$ cat config.mk
export PLATFORM = sky130hd
export DESIGN_NAME = bus_arbiter_flat
export DESIGN_NICKNAME = d
export VERILOG_FILES = /design/src/rtl/bus_arbiter_pkg.sv /design/src/rtl/bus_arbiter_if.sv /design/src/rtl/bus_master_mux.sv /design/src/rtl/bus_arbiter.sv /design/src/flat_wrapper.sv
export SDC_FILE = /design/constraint.sdc
export NUM_CORES = 1
export LEC_CHECK = 0
export CORE_AREA = 2 2 137 139
export CTS_BUF_LIST = sky130_fd_sc_hd__clkbuf_4
export CTS_CLUSTER_DIAMETER = 30
export DETAILED_ROUTE_END_ITERATION = 16
export DIE_AREA = 0 0 139 141
export SYNTH_ARGS = -nofsm -noshare
export SYNTH_HDL_FRONTEND = slang
export SYNTH_SLANG_ARGS = --single-unit
$ cat constraint.sdc
create_clock -name clk -period 3.75 [get_ports clk]
set_clock_uncertainty 0.1 [all_clocks]
set_input_delay 0.375 -clock clk [delete_from_list [all_inputs] [get_ports clk]]
set_output_delay 0.375 -clock clk [all_outputs]
set_load 0.02 [all_outputs]
$ cat src/rtl/bus_arbiter_pkg.sv
// Shared constants, types and round-robin helpers for the four-master bus arbiter.
// Imported by the interface, the output mux and the arbiter core.
package bus_arbiter_pkg;

  localparam int N_MASTERS  = 4;
  localparam int OWNER_W    = 2;
  localparam int ADDR_WIDTH = 32;
  localparam int DATA_WIDTH = 32;

  localparam logic RW_READ   = 1'b1;
  localparam logic RW_WRITE  = 1'b0;
  localparam logic GRANT_ON  = 1'b1;
  localparam logic GRANT_OFF = 1'b0;

  typedef enum logic {
    ST_IDLE = 1'b0,
    ST_BUSY = 1'b1
  } arb_state_e;

  typedef struct packed {
    logic               found;
    logic [OWNER_W-1:0] idx;
  } rr_pick_t;

  function automatic logic [N_MASTERS-1:0] owner_onehot(input logic [OWNER_W-1:0] idx);
    logic [N_MASTERS-1:0] g;
    g      = {N_MASTERS{GRANT_OFF}};
    g[idx] = GRANT_ON;
    return g;
  endfunction

  // Search starts at last+1 and wraps; last itself is visited last, so it only
  // wins when it is the sole candidate.
  function automatic rr_pick_t rr_pick(input logic [N_MASTERS-1:0] req,
                                       input logic [OWNER_W-1:0]   last);
    rr_pick_t             res;
    logic [OWNER_W-1:0]   idx;
    res = '0;
    for (int i = 1; i <= N_MASTERS; i++) begin
      idx = last + OWNER_W'(i);
      if (req[idx] && !res.found) begin
        res.found = 1'b1;
        res.idx   = idx;
      end
    end
    return res;
  endfunction

endpackage

$ cat src/rtl/bus_arbiter_if.sv
// Bundle of per-master request buses, grant/status outputs and the shared slave bus.
// Handshake: a master holds m_req high for its whole transfer; it owns the bus in
// every cycle its m_grant bit is high and releases by dropping m_req.
interface bus_arbiter_if
  import bus_arbiter_pkg::*;
  ();

  logic [N_MASTERS-1:0]            m_req;
  logic [N_MASTERS*ADDR_WIDTH-1:0] m_addr;
  logic [N_MASTERS-1:0]            m_as;
  logic [N_MASTERS-1:0]            m_rw;
  logic [N_MASTERS*DATA_WIDTH-1:0] m_wr_data;

  logic [N_MASTERS-1:0]            m_grant;
  logic [OWNER_W-1:0]              owner;
  logic                            bus_busy;

  logic [ADDR_WIDTH-1:0]           s_addr;
  logic                            s_as;
  logic                            s_rw;
  logic [DATA_WIDTH-1:0]           s_wr_data;

  modport master (
    output m_req, m_addr, m_as, m_rw, m_wr_data,
    input  m_grant, owner, bus_busy, s_addr, s_as, s_rw, s_wr_data
  );

  modport slave (
    input  m_req, m_addr, m_as, m_rw, m_wr_data,
    output m_grant, owner, bus_busy, s_addr, s_as, s_rw, s_wr_data
  );

endinterface

$ cat src/rtl/bus_master_mux.sv
// Combinational steering of the granted master's bus onto the shared slave bus.
// With no grant the bus parks at address 0, no data, read direction, no strobe.
module bus_master_mux
  import bus_arbiter_pkg::*;
(
  input  logic [OWNER_W-1:0]              owner_i,
  input  logic                            bus_busy_i,
  input  logic [N_MASTERS*ADDR_WIDTH-1:0] m_addr_i,
  input  logic [N_MASTERS-1:0]            m_as_i,
  input  logic [N_MASTERS-1:0]            m_rw_i,
  input  logic [N_MASTERS*DATA_WIDTH-1:0] m_wr_data_i,
  output logic [ADDR_WIDTH-1:0]           s_addr_o,
  output logic                            s_as_o,
  output logic                            s_rw_o,
  output logic [DATA_WIDTH-1:0]           s_wr_data_o
);

  always_comb begin
    s_addr_o    = '0;
    s_wr_data_o = '0;
    s_rw_o      = RW_READ;
    s_as_o      = m_as_i[owner_i] & bus_busy_i;
    if (bus_busy_i) begin
      s_addr_o    = m_addr_i[owner_i*ADDR_WIDTH +: ADDR_WIDTH];
      s_wr_data_o = m_wr_data_i[owner_i*DATA_WIDTH +: DATA_WIDTH];
      s_rw_o      = m_rw_i[owner_i];
    end
  end

endmodule

$ cat src/rtl/bus_arbiter.sv
// Four-master round-robin bus arbiter with a hold limit after which a waiting
// master may preempt the current owner.
module bus_arbiter
  import bus_arbiter_pkg::*;
#(
  parameter  int MAX_HOLD = 16,
  localparam int HOLD_W   = $clog2(MAX_HOLD + 1)
) (
  input  logic               clk,
  input  logic               reset,
  bus_arbiter_if.slave       bus,
  output arb_state_e         state_o,
  output logic [HOLD_W-1:0]  hold_cnt_o,
  output logic [OWNER_W-1:0] last_owner_o
);

  localparam logic [HOLD_W-1:0] HOLD_MAX = HOLD_W'(MAX_HOLD);

  arb_state_e           state_q, state_d;
  logic [N_MASTERS-1:0] grant_q, grant_d;
  logic [OWNER_W-1:0]   owner_q, owner_d;
  logic [OWNER_W-1:0]   last_q,  last_d;
  logic                 busy_q,  busy_d;
  logic [HOLD_W-1:0]    hold_q,  hold_d;

  logic [N_MASTERS-1:0] cand;
  rr_pick_t             pick;
  logic                 owner_req;

  assign owner_req = bus.m_req[owner_q];

  // While busy the current owner is excluded, so a releasing owner can never re-win.
  always_comb begin
    cand = bus.m_req;
    if (state_q == ST_BUSY) cand = bus.m_req & ~owner_onehot(owner_q);
    pick = rr_pick(cand, last_q);
  end

  always_ff @(posedge clk or posedge reset) begin
    if (reset) begin
      state_q <= ST_IDLE;
      grant_q <= {N_MASTERS{GRANT_OFF}};
      owner_q <= '0;
      last_q  <= OWNER_W'(N_MASTERS - 1);
      busy_q  <= 1'b0;
      hold_q  <= '0;
    end else begin
      state_q <= state_d;
      grant_q <= grant_d;
      owner_q <= owner_d;
      last_q  <= last_d;
      busy_q  <= busy_d;
      hold_q  <= hold_d;
    end
  end

  always_comb begin
    state_d = state_q;
    grant_d = grant_q;
    owner_d = owner_q;
    last_d  = last_q;
    busy_d  = busy_q;
    hold_d  = hold_q;
    case (state_q)
      ST_IDLE: begin
        if (pick.found) begin
          state_d = ST_BUSY;
          grant_d = owner_onehot(pick.idx);
          owner_d = pick.idx;
          last_d  = pick.idx;
          busy_d  = 1'b1;
          hold_d  = '0;
        end
      end
      ST_BUSY: begin
        if (!owner_req) begin
          hold_d = '0;
          if (pick.found) begin
            grant_d = owner_onehot(pick.idx);
            owner_d = pick.idx;
            last_d  = pick.idx;
          end else begin
            state_d = ST_IDLE;
            grant_d = {N_MASTERS{GRANT_OFF}};
            busy_d  = 1'b0;
          end
        end else if (hold_q < HOLD_MAX) begin
          hold_d = hold_q + 1'b1;
        end else if (pick.found) begin
          grant_d = owner_onehot(pick.idx);
          owner_d = pick.idx;
          last_d  = pick.idx;
          hold_d  = '0;
        end
      end
      default: begin
        state_d = ST_IDLE;
        grant_d = {N_MASTERS{GRANT_OFF}};
        busy_d  = 1'b0;
        hold_d  = '0;
      end
    endcase
  end

  assign bus.m_grant  = grant_q;
  assign bus.owner    = owner_q;
  assign bus.bus_busy = busy_q;

  assign state_o      = state_q;
  assign hold_cnt_o   = hold_q;
  assign last_owner_o = last_q;

  bus_master_mux u_mux (
    .owner_i     (owner_q),
    .bus_busy_i  (busy_q),
    .m_addr_i    (bus.m_addr),
    .m_as_i      (bus.m_as),
    .m_rw_i      (bus.m_rw),
    .m_wr_data_i (bus.m_wr_data),
    .s_addr_o    (bus.s_addr),
    .s_as_o      (bus.s_as),
    .s_rw_o      (bus.s_rw),
    .s_wr_data_o (bus.s_wr_data)
  );

endmodule

$ cat src/flat_wrapper.sv
// flat-port wrapper written by rule: the top's interface ports become plain ports
module bus_arbiter_flat import bus_arbiter_pkg::*;
#(
  parameter  int MAX_HOLD = 16,
  localparam int HOLD_W   = $clog2(MAX_HOLD + 1)
)
  (clk, reset, state_o, hold_cnt_o, last_owner_o, bus_m_req, bus_m_addr, bus_m_as, bus_m_rw, bus_m_wr_data, bus_m_grant, bus_owner, bus_bus_busy, bus_s_addr, bus_s_as, bus_s_rw, bus_s_wr_data);
  bus_arbiter_if bus_i ();
  input  logic clk;
  input  logic reset;
  output arb_state_e state_o;
  output logic [HOLD_W-1:0] hold_cnt_o;
  output logic [OWNER_W-1:0] last_owner_o;
  input wire logic [$bits(bus_i.m_req)-1:0] bus_m_req;
  input wire logic [$bits(bus_i.m_addr)-1:0] bus_m_addr;
  input wire logic [$bits(bus_i.m_as)-1:0] bus_m_as;
  input wire logic [$bits(bus_i.m_rw)-1:0] bus_m_rw;
  input wire logic [$bits(bus_i.m_wr_data)-1:0] bus_m_wr_data;
  output wire logic [$bits(bus_i.m_grant)-1:0] bus_m_grant;
  output wire logic [$bits(bus_i.owner)-1:0] bus_owner;
  output wire logic [$bits(bus_i.bus_busy)-1:0] bus_bus_busy;
  output wire logic [$bits(bus_i.s_addr)-1:0] bus_s_addr;
  output wire logic [$bits(bus_i.s_as)-1:0] bus_s_as;
  output wire logic [$bits(bus_i.s_rw)-1:0] bus_s_rw;
  output wire logic [$bits(bus_i.s_wr_data)-1:0] bus_s_wr_data;
  assign bus_i.m_req = bus_m_req;
  assign bus_i.m_addr = bus_m_addr;
  assign bus_i.m_as = bus_m_as;
  assign bus_i.m_rw = bus_m_rw;
  assign bus_i.m_wr_data = bus_m_wr_data;
  assign bus_m_grant = bus_i.m_grant;
  assign bus_owner = bus_i.owner;
  assign bus_bus_busy = bus_i.bus_busy;
  assign bus_s_addr = bus_i.s_addr;
  assign bus_s_as = bus_i.s_as;
  assign bus_s_rw = bus_i.s_rw;
  assign bus_s_wr_data = bus_i.s_wr_data;
  bus_arbiter #(.MAX_HOLD(MAX_HOLD)) u_core (.clk(clk), .reset(reset), .bus(bus_i), .state_o(state_o), .hold_cnt_o(hold_cnt_o), .last_owner_o(last_owner_o));
endmodule
==> run metrics, run 1 <==
Max Cap Viol=0; pin count of the biggest net entering global routing=77; Post-Syn Instances=243; number of enable-type register cells in the synthesized netlist=0; Crit. Startpoint=u_core.bus.owner[0]$_DFFE_PP0P_; number of gates resized after cts=0; internal power=0.002089 W; via count=3,654; Clock Power Share=0.025; hold crit path type=in2async; layout cell share with drive strength beyond 1=0.1594; TritonCTS clock tree=done; RSZ-0062 raised after global routing=false; port bufs=350; post-synthesis register bit count=15; maximum clock path buffer count=2; clk_lat worst skew=280 ps; vias in the first global route=3,821; DR WL/cell=20.04 um; FF/Latch Area=386.6 um^2; Die Y=141 um; worst relative slew slack=0.2973; Async S/R FF share, synth=1.000; Seq/Total Area, Yosys=0.1276; final worst path period share=0.8419; drt via density=4.506; power density over cell area=551.5 mW/mm^2; Mapped Area=0.002960 mm^2; combinational fraction of design power=0.822; detailed-route DRC error count=0; Die ar.=0.01960 mm^2; Area growth, synth to finish=127.0%; Starting Density=0.1621; DIE WIDTH=139 um; routed wire length=16,250 um; std cell rows=50; average cell area after synthesis=12.18 um^2; Antenna Nets Post-Route=0; initial antenna violation count=0; Post-synth top cells=mux4_2, and2_1, dfrtp_1, clkbuf_1, buf_2; Ant. Diodes=0; Arrival @ worst endpoint=2680 ps; Hold Vio Cnt, Final=0; main flop type after synthesis=dfrtp_1; final setup vio count=0; Initial DRC Count=110; # fillers=1,767; # Post-CTS Setup Buffers=0; routability cong.=0.9451; final slew viol count=0; post-route core utilization=0.3678; Post-DP HPWL=13,810 um; Worst R2R Setup Slack=880 ps; H-Tree Depth=1; post-place setup slack=849.5 ps; number of CTS-inserted buffers=3; crit path time final=3157 ps; DRT Pass-1 Iters=4; status=complete, no violations; Total Power=0.003705 W; critical path endpoint category=primary output; top-level port count=351; share of total power in sequential cells=0.152; Slew @ Worst Pin=1054 ps; Sw Share=0.4362; Setup TNS=0 ps; Leak=2.382 nW; Hold Buf Count CTS=0; CP Max Fanout=27; Max VDD drop=873.0 uV; Clock Sinks=15; multi-input logic area=0.002444 mm^2; GR Util All Layers=0.1533; Switching Power=0.001616 W; cell at the root of the clock tree=clkbuf_4; Yosys cell types=49; Synth area leaders=mux4_2, and2_1, dfrtp_1, dfstp_2, buf_2; Synthesized Nets=514; area leader, netlist=mux4_2; core region area=0.01827 mm^2; Nets=849; Fmax=0.3168 GHz; # placed instances=807; first-pass GRT wire length=23,660 um; Warnings, synthesis=0; Clk pin slew, worst setup/hold paths=90 ps; kind of critical path=reg2out; global route overflow=0; top-count cell post-synth=mux4_2; reg-to-reg startpoint=u_core.bus.owner[1]$_DFFE_PP0P_; startpoint types=register; top-area cell type share of the netlist area=0.5097; WP data required=3270 ps; Final WS setup=593.0 ps; Layout Cells excl Fill=811
routing by layer:
layer | vias up | wire, um | track usage
met1 | 1795 | 6433 | 0.1899
met2 | 200 | 8405 | 0.2805
met5 | - | 0 | 0
met3 | 10 | 1262 | 0.03635
li1 | 1649 | - | -
met4 | 0 | 152 | 0.01542
power by group through the flow:
stage / combinational [W] / sequential, W / clock, W
finish: 0.00305 / 0.000565 / 0.0000930
global route: 0.00324 / 0.000614 / 0.000108
CTS: 0.00309 / 0.000583 / 0.0000979
detailed placement: 0.00307 / 0.000586 / 0
global placement: 0.00303 / 0.000570 / 0
floorplan: 0.00200 / 0.000354 / 0
logic make-up (layout without fill, tap and decap cells):
family | after synthesis | count (layout) | synth area share
simple gates | 96 | 96 | 0.1999
mux | 74 | 74 | 0.5380
buf+inv | 28 | 362 | 0.04691
compound gates | 27 | 27 | 0.07734
flops | 15 | 15 | 0.1276
xor+xnor | 2 | 2 | 0.005918
fa+ha+maj | 1 | 1 | 0.004226
registers in the layout (all words and copies together), names as in the netlist:
name	count
u_core.hold_cnt_o	5
u_core.last_owner_o	2
u_core.bus.owner	2
u_core.state_o	1
u_core.bus.m_grant	4
u_core.bus.bus_busy	1
critical path, stage by stage, from the launching register on:
cell and delay [ps]:
dfrtp_4 770, buf_4 350, mux4_2 530, and2_1 190
clkdlybuf4s50_1 530
final cells by class:
| type | instances | share of cell area |
|---|---|---|
| well taps | 234 | 0.04358 |
| repair buffers | 356 | 0.5300 |
| clock inverters | 1 | 0.0007449 |
| clock buffers | 3 | 0.003352 |
| multi-input cells | 200 | 0.3637 |
| flip-flops and latches | 15 | 0.05754 |
| inverters | 2 | 0.001117 |
metrics by stage:
stage / hold slack, ps / area, um^2
6_report: 350.5 / 6719
5_1_grt: 404.3 / 6719
4_1_cts: 352.1 / 6719
3_5_place_dp: 373.2 / 6691
3_3_place_gp: 389.1 / 6691
2_1_floorplan: 175.0 / 2960
worst paths after layout:
kind	depth (start not counted)	endpoint
min in group clk	1	u_core.bus.m_grant[1]$_DFFE_PP0N_
worst min register to register	1	u_core.bus.m_grant[1]$_DFFE_PP0N_
max in group asynchronous	2	u_core.bus.owner[1]$_DFFE_PP0P_
worst max register to register	5	u_core.bus.owner[0]$_DFFE_PP0P_
worst min-delay path	2	u_core.bus.owner[0]$_DFFE_PP0P_
worst max-delay path	4	bus_s_wr_data[0]
cells in the final DEF, fill, tap and decap left out, types with 3 or more instances in the layout:
cell type        netlist  layout
clkdlybuf4s50_1        0     350
mux4_2                67      67
and2_1                65      65
dfrtp_1               13      10
nand2_1                6       6
nor2_1                 5       5
a22o_1                 5       5
buf_4                  2       5
nand2b_1               3       3
nor2b_1                3       3
o21ai_0                3       3
clkbuf_4               0       3
Power figures use the tool's default switching activity.
==> inputs of run 2 (changes only) <==
- clock period: 3.75 -> 2.7 ns (I/O delays scaled with it)
==> run 2 against run 1 <==
Cell area increased by 1.3%; count of clock-buffer cells in the layout rose by 1; sequential power is 22% lower; via count rose by 0.38%; worst setup slack lost 540 ps; first-iteration DRC count is 0.91% higher; die area unchanged; sequential share of layout area shrank 0.076 points; clock power grew 49%.
==> run metrics, run 2 (synthesis gave the netlist of run 1 again) <==
status=complete, no violations (unchanged); routability cong.=0.9340 (was 0.9451); Fmax=0.3784 GHz; leading cell type in the layout, fill and taps excluded=clkdlybuf4s50_1 (unchanged); RSZ-0062 raised after global routing=true (was false); Setup crit end=bus_s_addr[16] (was bus_s_wr_data[0]); startpoint types=register (unchanged); worst relative slew slack=0.6079 (was 0.2973); cell at the root of the clock tree=clkbuf_4 (unchanged); routed wire length=16,280 um (was 16,250 um); Starting Density=0.1621 (unchanged); pin count of the biggest net entering global routing=43 (was 77); GR Util All Layers=0.1559 (was 0.1533); crit path time final=2643 ps; WP data required=2330 ps (was 3270 ps); Largest register FFs=5 (unchanged); initial antenna violation count=1 (was 0); power density over cell area=774.6 mW/mm^2 (was 551.5 mW/mm^2); kind of critical path=reg2out (unchanged); critical path endpoint category=primary output (unchanged); DR WL/cell=19.95 um (was 20.04 um); layout cell share with drive strength beyond 1=0.1670 (was 0.1594); reg2reg path depth=7 (was 5); Layout Cells excl Fill=816 (was 811); Worst R2R Setup Slack=380 ps (was 880 ps); H-Tree Depth=1 (unchanged); Leak=2.523 nW (was 2.382 nW); Initial DRC Count=111 (was 110); reg-to-reg startpoint=u_core.bus.owner[0]$_DFFE_PP0P_ (was u_core.bus.owner[1]$_DFFE_PP0P_); post-route core utilization=0.3727 (was 0.3678); std cell rows=50 (unchanged); Clock Sinks=15 (unchanged); TritonCTS clock tree=done (unchanged); number of CTS-inserted buffers=3 (unchanged); most frequent cells in the layout=clkdlybuf4s50_1, mux4_2, and2_1 (unchanged); top-level port count=351 (unchanged); final setup vio count=0 (unchanged); final worst path period share=0.9787; Max VDD drop=462.7 uV (was 873.0 uV); # placed instances=811 (was 807); Die ar.=0.01960 mm^2 (unchanged); first-pass GRT wire length=24,130 um (was 23,660 um); CP Max Fanout=22 (was 27); vias in the first global route=3,963 (was 3,821); Clk pin slew, worst setup/hold paths=90 ps (about the same); Arrival @ worst endpoint=2270 ps (was 2680 ps); DIE WIDTH=139 um (unchanged); detailed-route DRC error count=0 (unchanged); clk_lat worst skew=280 ps (about the same); Hold Vio Cnt, Final=0 (unchanged); Slew @ Worst Pin=587.5 ps (was 1054 ps); final slew viol count=0 (unchanged); core region area=0.01827 mm^2 (unchanged); Antenna Nets Post-Route=0 (unchanged); Die Y=141 um (unchanged); Hold Buf Count CTS=0 (unchanged); finished layout cell area=0.006809 mm^2 (was 0.006719 mm^2); Nets=853 (was 849); WHS=239.0 ps (was 350.5 ps); via count=3,668 (was 3,654); Area growth, synth to finish=130.0% (was 127.0%); Reg-to-Reg End=u_core.bus.owner[0]$_DFFE_PP0P_ (unchanged); Setup TNS=0 ps (unchanged); drt via density=4.495 (was 4.506); # Post-CTS Setup Buffers=0 (unchanged); dpl cell area=0.006756 mm^2 (was 0.006691 mm^2); Crit. Startpoint=u_core.bus.owner[0]$_DFFE_PP0P_ (unchanged); hold crit path type=in2async (unchanged); Max Cap Viol=0 (unchanged); Post-DP HPWL=13,830 um (was 13,810 um); port bufs=350 (unchanged); DRT Pass-1 Iters=4 (unchanged); global route overflow=0 (unchanged); maximum clock path buffer count=2 (unchanged)
run 2: power breakdown:
part	leakage, nW	internal (W)	switching, W	total, W
clock network	0.0184	0.0000674	0.0000717	0.000139
registers	0.183	0.000331	0.000111	0.000442
logic	2.32	0.00259	0.00210	0.00469
total	2.52	0.00299	0.00228	0.00527
run 2: worst min-delay path by stage:
stage	startpoint	end	slack [ps]	depth (start not counted)
after floorplan	reset	u_core.bus.bus_busy$_DFFE_PP0P_	70	1
after global placement	u_core.bus.m_grant[1]$_DFFE_PP0N_	u_core.bus.m_grant[1]$_DFFE_PP0N_	390	1
after detailed placement	u_core.bus.m_grant[1]$_DFFE_PP0N_	u_core.bus.m_grant[1]$_DFFE_PP0N_	380	1
after CTS	reset	u_core.bus.m_grant[0]$_DFFE_PP0N_	260	2
after global routing	reset	u_core.bus.m_grant[3]$_DFFE_PP0N_	290	2
final	reset	u_core.bus.m_grant[0]$_DFFE_PP0N_	240	2
run 2: layout make-up:
class / instances / area, um^2
inverter: 2 / 7.507
sequential: 15 / 386.6
multi-input combinational: 200 / 2444
antenna: 1 / 2.502
tap: 234 / 292.8
fill: 1791 / 11460
clock buffer: 4 / 30.03
timing repair buffer: 360 / 3646
run 2: critical path: stages, from the launching register on:
cell	delay [ps]
dfrtp_4	490
buf_12	220
mux4_2	540
and2_1	180
clkdlybuf4s50_1	540
run 2: metrics by stage:
step | worst slack, ps | power [W]
3_3_place_gp | 314.6 | 0.005154
5_1_grt | -29.66 | 0.005607
6_report | 57.39 | 0.005274
2_1_floorplan | 524.3 | 0.003276
3_5_place_dp | 264.8 | 0.005189
4_1_cts | 13.94 | 0.005352
run 2: routing by layer:
metal	share of wire	track usage	up-vias
met5	0.00061	0	-
met4	0.016	0.02499	2
met3	0.071	0.03363	18
met2	0.52	0.2860	181
met1	0.40	0.1911	1807
li1	-	-	1660
run 2: what timing repair did:
item | CTS | global route
endpoints found under the setup margin | 13 | 30
endpoints found under the hold margin | 0 | 0
resized for setup | 3 | 7
==> inputs of run 3 (changes only) <==
- SYNTH_HIERARCHICAL: unset -> 1
==> run 3 against run 2 <==
Critical path depth up 1; area after synthesis up 3.8%; sequential cell count is the same.
==> run metrics, run 3 <==
status=complete, no violations (unchanged); DRT Pass-1 Iters=4 (unchanged); Setup TNS=0 ps (unchanged); main flop type after synthesis=dfrtp_1 (unchanged); Seq/Total Area, Yosys=0.1230 (was 0.1276); hold crit path type=in2async (unchanged); Die ar.=0.01960 mm^2 (unchanged); WP data required=2330 ps (about the same); reg2reg path depth=6 (was 7); Post-Syn Instances=327 (was 243); Leak=2.629 nW (was 2.523 nW); Arrival @ worst endpoint=2220 ps (was 2270 ps); Crit. Startpoint=u_core/bus.owner[1]$_DFFE_PP0P_ (was u_core.bus.owner[0]$_DFFE_PP0P_); CP Depth=5 (was 4); area share of fa/ha/maj cells after synthesis=0.004073 (was 0.004227); Nets=935 (was 853); DIE WIDTH=139 um (unchanged); slowest CP cell=clkdlybuf4s50_1 (was mux4_2); GR Util All Layers=0.1625 (was 0.1559); initial antenna violation count=1 (unchanged); Setup crit end=bus_s_addr[3] (was bus_s_addr[16]); port bufs=350 (unchanged); Post-DP HPWL=14,260 um (was 13,830 um); mux share of post-synthesis cell area=0.4493 (was 0.5380); TritonCTS clock tree=done (unchanged); Die Y=141 um (unchanged); top-count cell post-synth=mux2i_1 (was mux4_2); Synthesized Nets=598 (was 514); Mapped Area=0.003072 mm^2 (was 0.002960 mm^2); crit path time final=2591 ps (was 2643 ps); Largest register FFs=5 (unchanged); global route overflow=0 (unchanged); H-Tree Depth=1 (unchanged); final slew viol count=0 (unchanged); Worst R2R Setup Slack=530 ps (was 380 ps); Max VDD drop=1004 uV (was 462.7 uV); std cell rows=50 (unchanged); Starting Density=0.1682 (was 0.1621); leading cell type in the layout, fill and taps excluded=clkdlybuf4s50_1 (unchanged); Clk pin slew, worst setup/hold paths=90 ps (about the same); routability cong.=0.9550 (was 0.9340); startpoint types=register (unchanged); Max Cap Viol=0 (unchanged); post-synthesis register bit count=15 (unchanged); Fmax=0.3859 GHz (was 0.3784 GHz); drt via density=4.583 (was 4.495); vias in the first global route=4,114 (was 3,963); pin count of the biggest net entering global routing=64 (was 43); detailed-route DRC error count=0 (unchanged); Slew @ Worst Pin=556.1 ps (was 587.5 ps); kind of critical path=reg2out (unchanged); Yosys cell types=55 (was 49); Async S/R FF share, synth=1.000 (unchanged); number of enable-type register cells in the synthesized netlist=0 (unchanged); Initial DRC Count=190 (was 111); CP Buf/Inv Count=3 (was 2); Worst path max stage delay=660 ps (was 540 ps); Reg-to-Reg End=u_core/bus.m_grant[3]$_DFFE_PP0P_ (was u_core.bus.owner[0]$_DFFE_PP0P_); Warnings, synthesis=6 (was 0); first-pass GRT wire length=25,370 um (was 24,130 um); Antenna Nets Post-Route=0 (unchanged); Area growth, synth to finish=120.8% (was 130.0%); Most Frequent Cell on Critical Path=buf_12; largest family of logic cells by synthesized area=multiplexers (unchanged); critical path endpoint category=primary output (unchanged); DR WL/cell=19.37 um (was 19.95 um); post-route core utilization=0.3713 (was 0.3727); Hold Vio Cnt, Final=0 (unchanged); xor/xnor share of the synthesized area=0.008554 (was 0.005917); CP Max Fanout=20 (was 22); reg-to-reg startpoint=u_core/bus.owner[1]$_DFFE_PP0P_ (was u_core.bus.owner[0]$_DFFE_PP0P_); worst relative slew slack=0.6289 (was 0.6079); critical path's top delay family=buffers and inverters (unchanged); Synth Area in Simple Gates=0.07413 (was 0.1999); Clock Sinks=15 (unchanged); most frequent cells in the layout=clkdlybuf4s50_1, mux2i_1, o22ai_1 (was clkdlybuf4s50_1, mux4_2, and2_1); layout cell share with drive strength beyond 1=0.06033 (was 0.1670); cell at the root of the clock tree=clkbuf_4 (unchanged); Hold Buf Count CTS=0 (unchanged); final worst path period share=0.9597 (was 0.9787); power density over cell area=936.8 mW/mm^2 (was 774.6 mW/mm^2); WHS=230.8 ps (was 239.0 ps); core region area=0.01827 mm^2 (unchanged); Post-synth top cells=mux2i_1, o22ai_1, nand2_1, dfrtp_1, buf_2 (was mux4_2, and2_1, dfrtp_1, clkbuf_1, buf_2); post-synthesis compound-gate area fraction=0.2253 (was 0.07735); number of CTS-inserted buffers=3 (unchanged); average cell area after synthesis=9.394 um^2 (was 12.18 um^2); Synth area leaders=mux2i_1, o22ai_1, dfrtp_1, buf_12, nand2_1 (was mux4_2, and2_1, dfrtp_1, dfstp_2, buf_2); RSZ-0062 raised after global routing=false (was true); top-level port count=351 (unchanged); CP cell instances=buf_12, buf_12, mux2i_1, o22ai_1, clkdlybuf4s50_1 (was buf_12, mux4_2, and2_1, clkdlybuf4s50_1); final setup vio count=0 (unchanged); area leader, netlist=mux2i_1 (was mux4_2); top-area cell type share of the netlist area=0.4236 (was 0.5097); maximum clock path buffer count=2 (unchanged); routed wire length=17,410 um (was 16,280 um); clk_lat worst skew=280 ps (about the same); via count=4,120 (was 3,668)
run 3: changes by cell type after synthesis, moves of 3 or more:
cell,previous run,this run
buf_12,0,8
o22ai_1,2,67
buf_8,0,3
nand2_1,6,16
clkbuf_1,12,7
a22o_1,5,2
mux2i_1,2,130
inv_1,2,5
mux4_2,67,2
and2_1,65,0
run 3: worst min-delay path by stage:
| stage | end | cells past startpoint | from |
|---|---|---|---|
| 4_1_cts | u_core/bus.owner[1]$_DFFE_PP0P_ | 2 | reset |
| 6_report | u_core/bus.bus_busy$_DFFE_PP0P_ | 2 | reset |
| 5_1_grt | u_core/bus.owner[1]$_DFFE_PP0P_ | 2 | reset |
| 2_1_floorplan | u_core/bus.bus_busy$_DFFE_PP0P_ | 1 | reset |
| 3_5_place_dp | u_core/bus.m_grant[1]$_DFFE_PP0P_ | 1 | u_core/bus.m_grant[1]$_DFFE_PP0P_ |
| 3_3_place_gp | u_core/bus.m_grant[1]$_DFFE_PP0P_ | 1 | u_core/bus.m_grant[1]$_DFFE_PP0P_ |
run 3: final cells by class:
class,instances,area [um^2]
Multi-Input combinational cell,274,2344
Fill cell,1821,11480
Timing Repair Buffer,365,3711
Antenna cell,2,5.005
Tap cell,234,292.8
Clock buffer,4,30.03
Sequential cell,15,381.6
Inverter,5,18.77
run 3: worst reg2reg max path, cell delays in order, from the launching register on:
cell and delay (ps):
dfrtp_4 500, buf_12 300, a21boi_1 200, nor4b_2 430, o2bb2a_4 210, nand4_4 100
a2bb2o_4 220
run 3: power by group:
part | internal, W | switching, W | leakage [nW] | total (W)
registers | 0.000325 | 0.000150 | 0.185 | 0.000475
clock network | 0.0000674 | 0.0000699 | 0.0184 | 0.000137
logic | 0.00283 | 0.00291 | 2.43 | 0.00574
total | 0.00322 | 0.00313 | 2.63 | 0.00635
run 3: timing repair:
action | 4_1_cts | 5_1_grt
setup buffers | 0 | 4
endpoints found under the setup margin | 0 | 7
endpoints found under the hold margin | 0 | 0
gates resized for setup | 0 | 0
run 3: cells by family after synthesis:
kind of cell / count (synthesis)
AND/OR/NAND/NOR: 40
AO/OA/AOI/OAI: 95
adder cells (fa/ha/maj): 1
XOR/XNOR: 3
multiplexers: 135
flip-flops: 15
buffers and inverters: 38
run 3: metal layers:
layer | up-vias | track usage | wire length (um)
met5 | - | 0 | 0
met4 | 0 | 0.02924 | 293
met3 | 16 | 0.02853 | 1142
met2 | 200 | 0.2930 | 8818
met1 | 1931 | 0.2051 | 7159
li1 | 1973 | - | -
run 3: metrics by stage:
stage                     setup slack (ps)  cells  cell area (um^2)  power (W)
final                                108.7    899              6783   0.006354
after global routing                 12.55    898              6780   0.006689
after global placement               342.7    889              6718   0.006147
after CTS                            21.85    893              6748   0.006368
after detailed placement             345.0    889              6718   0.006195
after floorplan                      673.3    327              3072   0.003971
